===== src/rtl/temp_regulation_ctrl.sv =====
// Temperature regulation sequencer: periodic sampling, classification, debounce/hysteresis, CRIT alarm handling.
// Optional min/max tracking is built when TEMP_REGULATION_CTRL_MINMAX_EN is defined.
module temp_regulation_ctrl #(
  parameter int SAMPLE_DIV = 100,
  parameter int DEBOUNCE   = 4,
  parameter int COLD_TH    = 90,
  parameter int HOT_TH     = 100,
  parameter int CRIT_TH    = 110,
  parameter int HYST       = 2
) (
  input  logic       clk,
  input  logic       rst,
  input  logic [7:0] temperature,
  input  logic       temp_valid,
  input  logic       alarm_ack,
  output logic       sample_strobe,
  output logic [1:0] state,
  output logic       fan_on,
  output logic       heater_on,
  output logic       alarm,
  output logic       shutdown_req,
  output logic [7:0] crit_count,
  output logic [7:0] temp_min,
  output logic [7:0] temp_max
);

  typedef enum logic [1:0] {
    ST_NORMAL = 2'd0,
    ST_COLD   = 2'd1,
    ST_HOT    = 2'd2,
    ST_CRIT   = 2'd3
  } state_t;

  localparam int DIV_W = (SAMPLE_DIV > 2) ? $clog2(SAMPLE_DIV) : 1;
  localparam int CNT_W = (DEBOUNCE > 1) ? $clog2(DEBOUNCE + 1) : 1;

  localparam logic [DIV_W-1:0] DIV_LAST = DIV_W'(SAMPLE_DIV - 1);
  localparam logic [CNT_W-1:0] CNT_MAX  = CNT_W'(DEBOUNCE);
  localparam logic [CNT_W-1:0] CNT_ONE  = CNT_W'(1);

  localparam logic [7:0] COLD_TH8 = 8'(COLD_TH);
  localparam logic [7:0] HOT_TH8  = 8'(HOT_TH);
  localparam logic [7:0] CRIT_TH8 = 8'(CRIT_TH);

  // HOT exit threshold is formed at 9 bits so a large HYST clamps to zero instead of wrapping.
  localparam int         HOT_EXIT_I = (HOT_TH >= HYST) ? (HOT_TH - HYST) : 0;
  localparam logic [8:0] HOT_EXIT   = 9'(HOT_EXIT_I);

  logic [DIV_W-1:0] div_q, div_d;
  state_t           state_q, state_d;
  state_t           cand_q, cand_d;
  logic [CNT_W-1:0] cnt_q, cnt_d;
  logic             ack_q, ack_d;
  logic             alarm_q, alarm_d;
  logic [7:0]       crit_count_q, crit_count_d;

  logic             strobe;
  logic             sample;
  state_t           raw_class;
  state_t           eff_class;
  logic [CNT_W-1:0] cnt_inc;
  logic [CNT_W-1:0] cnt_next;
  logic             crit_entry;
  logic             crit_exit;

  assign strobe = (div_q == DIV_LAST);
  assign sample = strobe & temp_valid;

  // ---------------------------------------------------------------------------
  // State register
  // ---------------------------------------------------------------------------
  always_ff @(posedge clk) begin
    if (rst) begin
      div_q        <= '0;
      state_q      <= ST_NORMAL;
      cand_q       <= ST_NORMAL;
      cnt_q        <= '0;
      ack_q        <= 1'b0;
      alarm_q      <= 1'b0;
      crit_count_q <= 8'h00;
    end else begin
      div_q        <= div_d;
      state_q      <= state_d;
      cand_q       <= cand_d;
      cnt_q        <= cnt_d;
      ack_q        <= ack_d;
      alarm_q      <= alarm_d;
      crit_count_q <= crit_count_d;
    end
  end

  // ---------------------------------------------------------------------------
  // Classification with HOT-exit hysteresis
  // ---------------------------------------------------------------------------
  always_comb begin
    if (temperature > CRIT_TH8) begin
      raw_class = ST_CRIT;
    end else if (temperature > HOT_TH8) begin
      raw_class = ST_HOT;
    end else if (temperature < COLD_TH8) begin
      raw_class = ST_COLD;
    end else begin
      raw_class = ST_NORMAL;
    end

    eff_class = raw_class;
    if (state_q == ST_HOT && raw_class == ST_NORMAL && {1'b0, temperature} >= HOT_EXIT) begin
      eff_class = ST_HOT;
    end
  end

  assign cnt_inc = (cnt_q >= CNT_MAX) ? CNT_MAX : cnt_q + CNT_ONE;

  // ---------------------------------------------------------------------------
  // Next-state logic
  // ---------------------------------------------------------------------------
  always_comb begin
    div_d        = (div_q == DIV_LAST) ? '0 : div_q + DIV_W'(1);
    state_d      = state_q;
    cand_d       = cand_q;
    cnt_d        = cnt_q;
    cnt_next     = cnt_q;
    crit_entry   = 1'b0;
    crit_exit    = 1'b0;

    if (sample) begin
      if (state_q == ST_CRIT) begin
        // Count saturates so an acknowledgement arriving late releases on the next clean sample.
        if (raw_class == ST_CRIT) begin
          cnt_d = '0;
        end else if (cnt_inc == CNT_MAX && ack_q) begin
          state_d   = raw_class;
          cnt_d     = '0;
          crit_exit = 1'b1;
        end else begin
          cnt_d = cnt_inc;
        end
      end else if (raw_class == ST_CRIT) begin
        state_d    = ST_CRIT;
        cnt_d      = '0;
        crit_entry = 1'b1;
      end else if (eff_class == state_q) begin
        cnt_d = '0;
      end else begin
        if (eff_class == cand_q) begin
          cnt_next = cnt_inc;
        end else begin
          cand_d   = eff_class;
          cnt_next = CNT_ONE;
        end
        if (cnt_next >= CNT_MAX) begin
          state_d = eff_class;
          cnt_d   = '0;
        end else begin
          cnt_d = cnt_next;
        end
      end
    end

    ack_d   = ack_q;
    alarm_d = alarm_q;
    if (crit_entry) begin
      alarm_d = 1'b1;
      ack_d   = 1'b0;
    end else if (crit_exit) begin
      ack_d = 1'b0;
    end else if (alarm_ack) begin
      if (state_q == ST_CRIT) begin
        ack_d = 1'b1;
      end else begin
        alarm_d = 1'b0;
      end
    end

    crit_count_d = crit_count_q;
    if (crit_entry && crit_count_q != 8'hFF) begin
      crit_count_d = crit_count_q + 8'd1;
    end
  end

  // ---------------------------------------------------------------------------
  // Optional min/max tracking
  // ---------------------------------------------------------------------------
`ifdef TEMP_REGULATION_CTRL_MINMAX_EN
  logic [7:0] min_q, min_d;
  logic [7:0] max_q, max_d;

  always_ff @(posedge clk) begin
    if (rst) begin
      min_q <= 8'hFF;
      max_q <= 8'h00;
    end else begin
      min_q <= min_d;
      max_q <= max_d;
    end
  end

  always_comb begin
    min_d = min_q;
    max_d = max_q;
    if (sample) begin
      if (temperature < min_q) min_d = temperature;
      if (temperature > max_q) max_d = temperature;
    end
  end
`else
  logic [7:0] min_q;
  logic [7:0] max_q;

  assign min_q = 8'h00;
  assign max_q = 8'h00;
`endif

  // ---------------------------------------------------------------------------
  // Output decode from registered state
  // ---------------------------------------------------------------------------
  always_comb begin
    sample_strobe = strobe;
    state         = state_q;
    fan_on        = (state_q == ST_HOT) || (state_q == ST_CRIT);
    heater_on     = (state_q == ST_COLD);
    shutdown_req  = (state_q == ST_CRIT);
    alarm         = alarm_q;
    crit_count    = crit_count_q;
    temp_min      = min_q;
    temp_max      = max_q;
  end

endmodule


===== config.mk =====
export PLATFORM = sky130hd
export DESIGN_NAME = temp_regulation_ctrl
export DESIGN_NICKNAME = d
export VERILOG_FILES = /design/src/rtl/temp_regulation_ctrl.sv
export SDC_FILE = /design/constraint.sdc
export NUM_CORES = 1
export LEC_CHECK = 0
export CAP_MARGIN = 20
export CORE_MARGIN = 10
export CORE_UTILIZATION = 44
export CTS_CLUSTER_SIZE = 8
export DETAILED_ROUTE_END_ITERATION = 10
export GPL_TIMING_DRIVEN = 0
export MAX_ROUTING_LAYER = met4
export PLACE_DENSITY_LB_ADDON = 0.2
export RECOVER_POWER = 25
export REMOVE_ABC_BUFFERS = 1
export SYNTH_ARGS = -nofsm -noshare
export SYNTH_HDL_FRONTEND = slang
export SYNTH_SLANG_ARGS = --single-unit

===== constraint.sdc =====
create_clock -name clk -period 1.7 [get_ports clk]
set_input_delay 0.34 -clock clk [delete_from_list [all_inputs] [get_ports clk]]
set_output_delay 0.34 -clock clk [all_outputs]
set_load 0.02 [all_outputs]

==> load_flow_metrics.sql <==
INSERT INTO impl_metrics (metric_group, metric, value, unit) VALUES
('outcome', 'status', 'finished, violations left', ''),
('outcome', 'violations', 'setup timing', ''),
('timing', 'grt_setup_unrepaired', 'true', ''),
('route', 'drt_wl_total', '4.13', 'mm'),
('layout', 'final_cell_mix', 'nor2_1 (26), buf_4 (20), conb_1 (16), dfxtp_1 (16), nand2_1 (12)', ''),
('critical_path', 'worst_r2r_endpoint', 'crit_count[6]', ''),
('hold_path', 'holdPathStages', '1', ''),
('die', 'floorplan.initialDensity', '46.9', '%'),
('timing', 'timing.final.crit_share', '111', '%'),
('power', 'total_leakage_power', '0.832', 'nW'),
('synth', 'synth_edf_count', '0', ''),
('synth', 'synth_flop_type', 'dfxtp_1', ''),
('critical_path', 'crit_path_end_kind', 'flip-flop', ''),
('layout', 'multi_input_comb_area', '1130', 'um2'),
('hold_path', 'min_delay_worst_endpoint', 'div_q[0]', ''),
('critical_path', 'critical_path_launch_point_type', 'flip-flop', ''),
('power', 'p_int', '0.000939', 'W'),
('power', 'power.density', '568', 'nW/um2'),
('cts', 'clock-root-buffer', 'clkbuf_8', ''),
('critical_path', 'timing.critical_path.required', '1.84', 'ns'),
('die', 'floorplan.die_area', '6490', 'um2'),
('cts', 'cts_inserted_buffers', '3', ''),
('critical_path', 'worst-path-max-fanout', '4', ''),
('synth', 'yosysWarnings', '0', ''),
('timing', 'finalClockSkew', '0.00119', 'ns'),
('synth', 'share_of_flip_flops_with_an_asynchronous_set_or_reset_after_synthesis', '0', '%'),
('critical_path', 'timing.critical_path.cells', 'or4b_4 -> nor2_4 -> o2111ai_4 -> buf_4 -> nor4_4 -> xnor2_1 -> nor2_1', ''),
('route', 'avgViaCountPerCell', '5.21', ''),
('flow_run', 'maxCapViolations', '0', ''),
('power', 'pwr-share-comb', '13.0', '%'),
('power', 'power_switching_share', '24.1', '%'),
('global_routing', 'first_global_vias', '1432', ''),
('cts', 'cts-htree-levels', '1', ''),
('power', 'sequentialPowerShare', '46.3', '%'),
('synth', 'yosys-top-cells-area', 'dfxtp_1 (30%), buf_4 (7.4%), nor2_1 (6.3%)', ''),
('timing', 'worst_slew_margin_rel', '51.5', '%'),
('timing', 'timing.final.setup_violations', '16', ''),
('cts', 'cts_tree', 'yes', ''),
('layout', 'fillerInstances', '291', ''),
('layout', 'drive_above_1_share', '32.3', '%'),
('placed_design', 'gp_congestion', '0.792', ''),
('cts', 'source_to_sink_clock_delay_at_the_later_pin_of_the_worst_skew_pair', '0.27', 'ns'),
('layout', 'finish.utilization', '63.2', '%'),
('route', 'routedWlPerCell', '14.7', 'um'),
('die', 'ios', '43', ''),
('cts', 'clock_input_transition_at_the_sequential_cells_of_the_worst_setup_and_hold_paths', '0.09', 'ns'),
('layout', 'syn2layout_area_growth', '34.8', '%'),
('synth', 'synthDominantAreaCellType', 'dfxtp_1', ''),
('critical_path', 'max_stage_delay_cell_worst_path', 'or4b_4', ''),
('die', 'placeableCoreArea', '3440', 'um2'),
('timing', 'hold_viol', '0', ''),
('power', 'switching_power', '0.000298', 'W'),
('placed_design', 'dpl_hpwl', '2.81', 'mm'),
('critical_path', 'r2r_slack', '-0.20', 'ns'),
('timing', 'setup_slack', '-0.195', 'ns'),
('global_routing', 'antenna_found_initial', '0', ''),
('power', 'pwr-share-clk', '40.7', '%'),
('layout', 'layout.cells.non_filler', '281', ''),
('cts', 'cts.sinks', '24', ''),
('route', 'initialDrtViolationCount', '59', ''),
('synth', 'yosys.cell_types.count', '56', ''),
('global_routing', 'grt_first_pass_wirelength', '6.52', 'mm'),
('synth', 'ys_seq_area_share', '29.7', '%'),
('die', 'floorplan.rows', '21', ''),
('die', 'die_y', '80.6', 'um'),
('layout', 'n_antenna_cell', '0', ''),
('critical_path', 'rr_worst_depth', '7', ''),
('critical_path', 'cp.arrival', '2.03', 'ns'),
('critical_path', 'criticalPathCategory', 'reg2reg', ''),
('timing', 'max_slew.worst_pin.slew', '0.725', 'ns'),
('timing', 'period_minus_slack', '1.90', 'ns');
synthesized netlist by cell type, types with 2 or more instances:
| cell | instances |
|---|---|
| nor2_1 | 27 |
| dfxtp_1 | 24 |
| buf_4 | 16 |
| nand2_1 | 13 |
| inv_1 | 10 |
| xnor2_1 | 9 |
| a21oi_1 | 6 |
| nand3_1 | 6 |
| o21ai_0 | 5 |
| ha_1 | 4 |
| nor2b_1 | 4 |
| nor3_2 | 4 |
| a31oi_1 | 3 |
| mux2i_1 | 3 |
| nand3b_1 | 3 |
| nor3_1 | 3 |
| o211ai_1 | 3 |
| xor2_1 | 3 |
| a211oi_1 | 2 |
| clkbuf_1 | 2 |
| nand2b_1 | 2 |
| nor3b_1 | 2 |
| o21ai_1 | 2 |
| or2_2 | 2 |
| or3_1 | 2 |
layer usage:
metal	wire [um]	global-route usage, %	vias to the layer above
li1	-	-	721
met1	1620	13.4	691
met2	2140	21.7	48
met3	332	3.79	4
met4	44	3.17	0
met5	0	-	-
final cells by class:
| class | instances | area share, % |
|---|---|---|
| well taps | 46 | 2.64 |
| clock buffers | 3 | 1.90 |
| inverters | 10 | 1.72 |
| repair buffers | 46 | 17.9 |
| multi-input cells | 151 | 51.8 |
| flip-flops and latches | 24 | 22.6 |
| clock inverters | 1 | 1.38 |
power by group through the flow:
| stage | Combinational [W] | Sequential (W) | Clock, W |
|---|---|---|---|
| 2_1_floorplan | 0.0000820 | 0.000586 | 0 |
| 3_3_place_gp | 0.000132 | 0.000587 | 0 |
| 3_5_place_dp | 0.000137 | 0.000587 | 0 |
| 4_1_cts | 0.000148 | 0.000573 | 0.000516 |
| 5_1_grt | 0.000173 | 0.000574 | 0.000536 |
| 6_report | 0.000160 | 0.000573 | 0.000504 |
critical path, delay by kind of cell (launching register included):
family	cells	cell delay [ns]
AOI/OAI and AO/OA	1	0.16
DFF	1	0.33
and+or+nand+nor	4	0.93
xor gates and xnor gates	1	0.15
buffers and inverters	1	0.18
state kept, by name (all words and copies together) (netlist names):
register and flops:
ack_q 1, crit_count 8, cnt_q 3, state 2, div_q 7, alarm 1
cand_q 2
how the worst max path moves through the flow:
| stage | from | to | slack (ns) | cells past startpoint |
|---|---|---|---|---|
| floorplan | state[1] | cnt_q[1] | -0.25 | 6 |
| global placement | temperature[7] | cnt_q[1] | -0.76 | 7 |
| detailed placement | temperature[1] | cnt_q[1] | -0.80 | 7 |
| CTS | div_q[3] | crit_count[6] | -0.21 | 6 |
| global route | div_q[3] | crit_count[3] | -0.30 | 7 |
| finish | div_q[3] | crit_count[6] | -0.20 | 7 |
metrics by stage:
stage          TNS (ns)  area [um2]  total power (W)  setup WS [ns]  hold WS [ns]
2_1_floorplan     -2.10        1510         0.000668         -0.248         0.409
3_3_place_gp     -11.13        1830         0.000719         -0.760         0.446
3_5_place_dp     -12.29        1830         0.000724         -0.799         0.455
4_1_cts           -2.09        2090          0.00124         -0.214         0.476
5_1_grt           -3.63        2180          0.00128         -0.301         0.512
6_report          -2.13        2180          0.00124         -0.195         0.468
timing repair:
action,in CTS,in global routing
hold buffers,0,0
endpoints found under the setup margin,22,18
pin swaps,18,12
gates resized for setup,58,23
setup buffers,17,5
cells by family after synthesis:
family          share of synthesized area [%]
fa+ha+maj                                3.10
compound gates                           17.6
simple gates                             28.0
flops                                    29.7
xor+xnor                                 6.51
mux                                      2.56
buf+inv                                  12.2
other cells                             0.232
(Power assumes the default switching activity.)
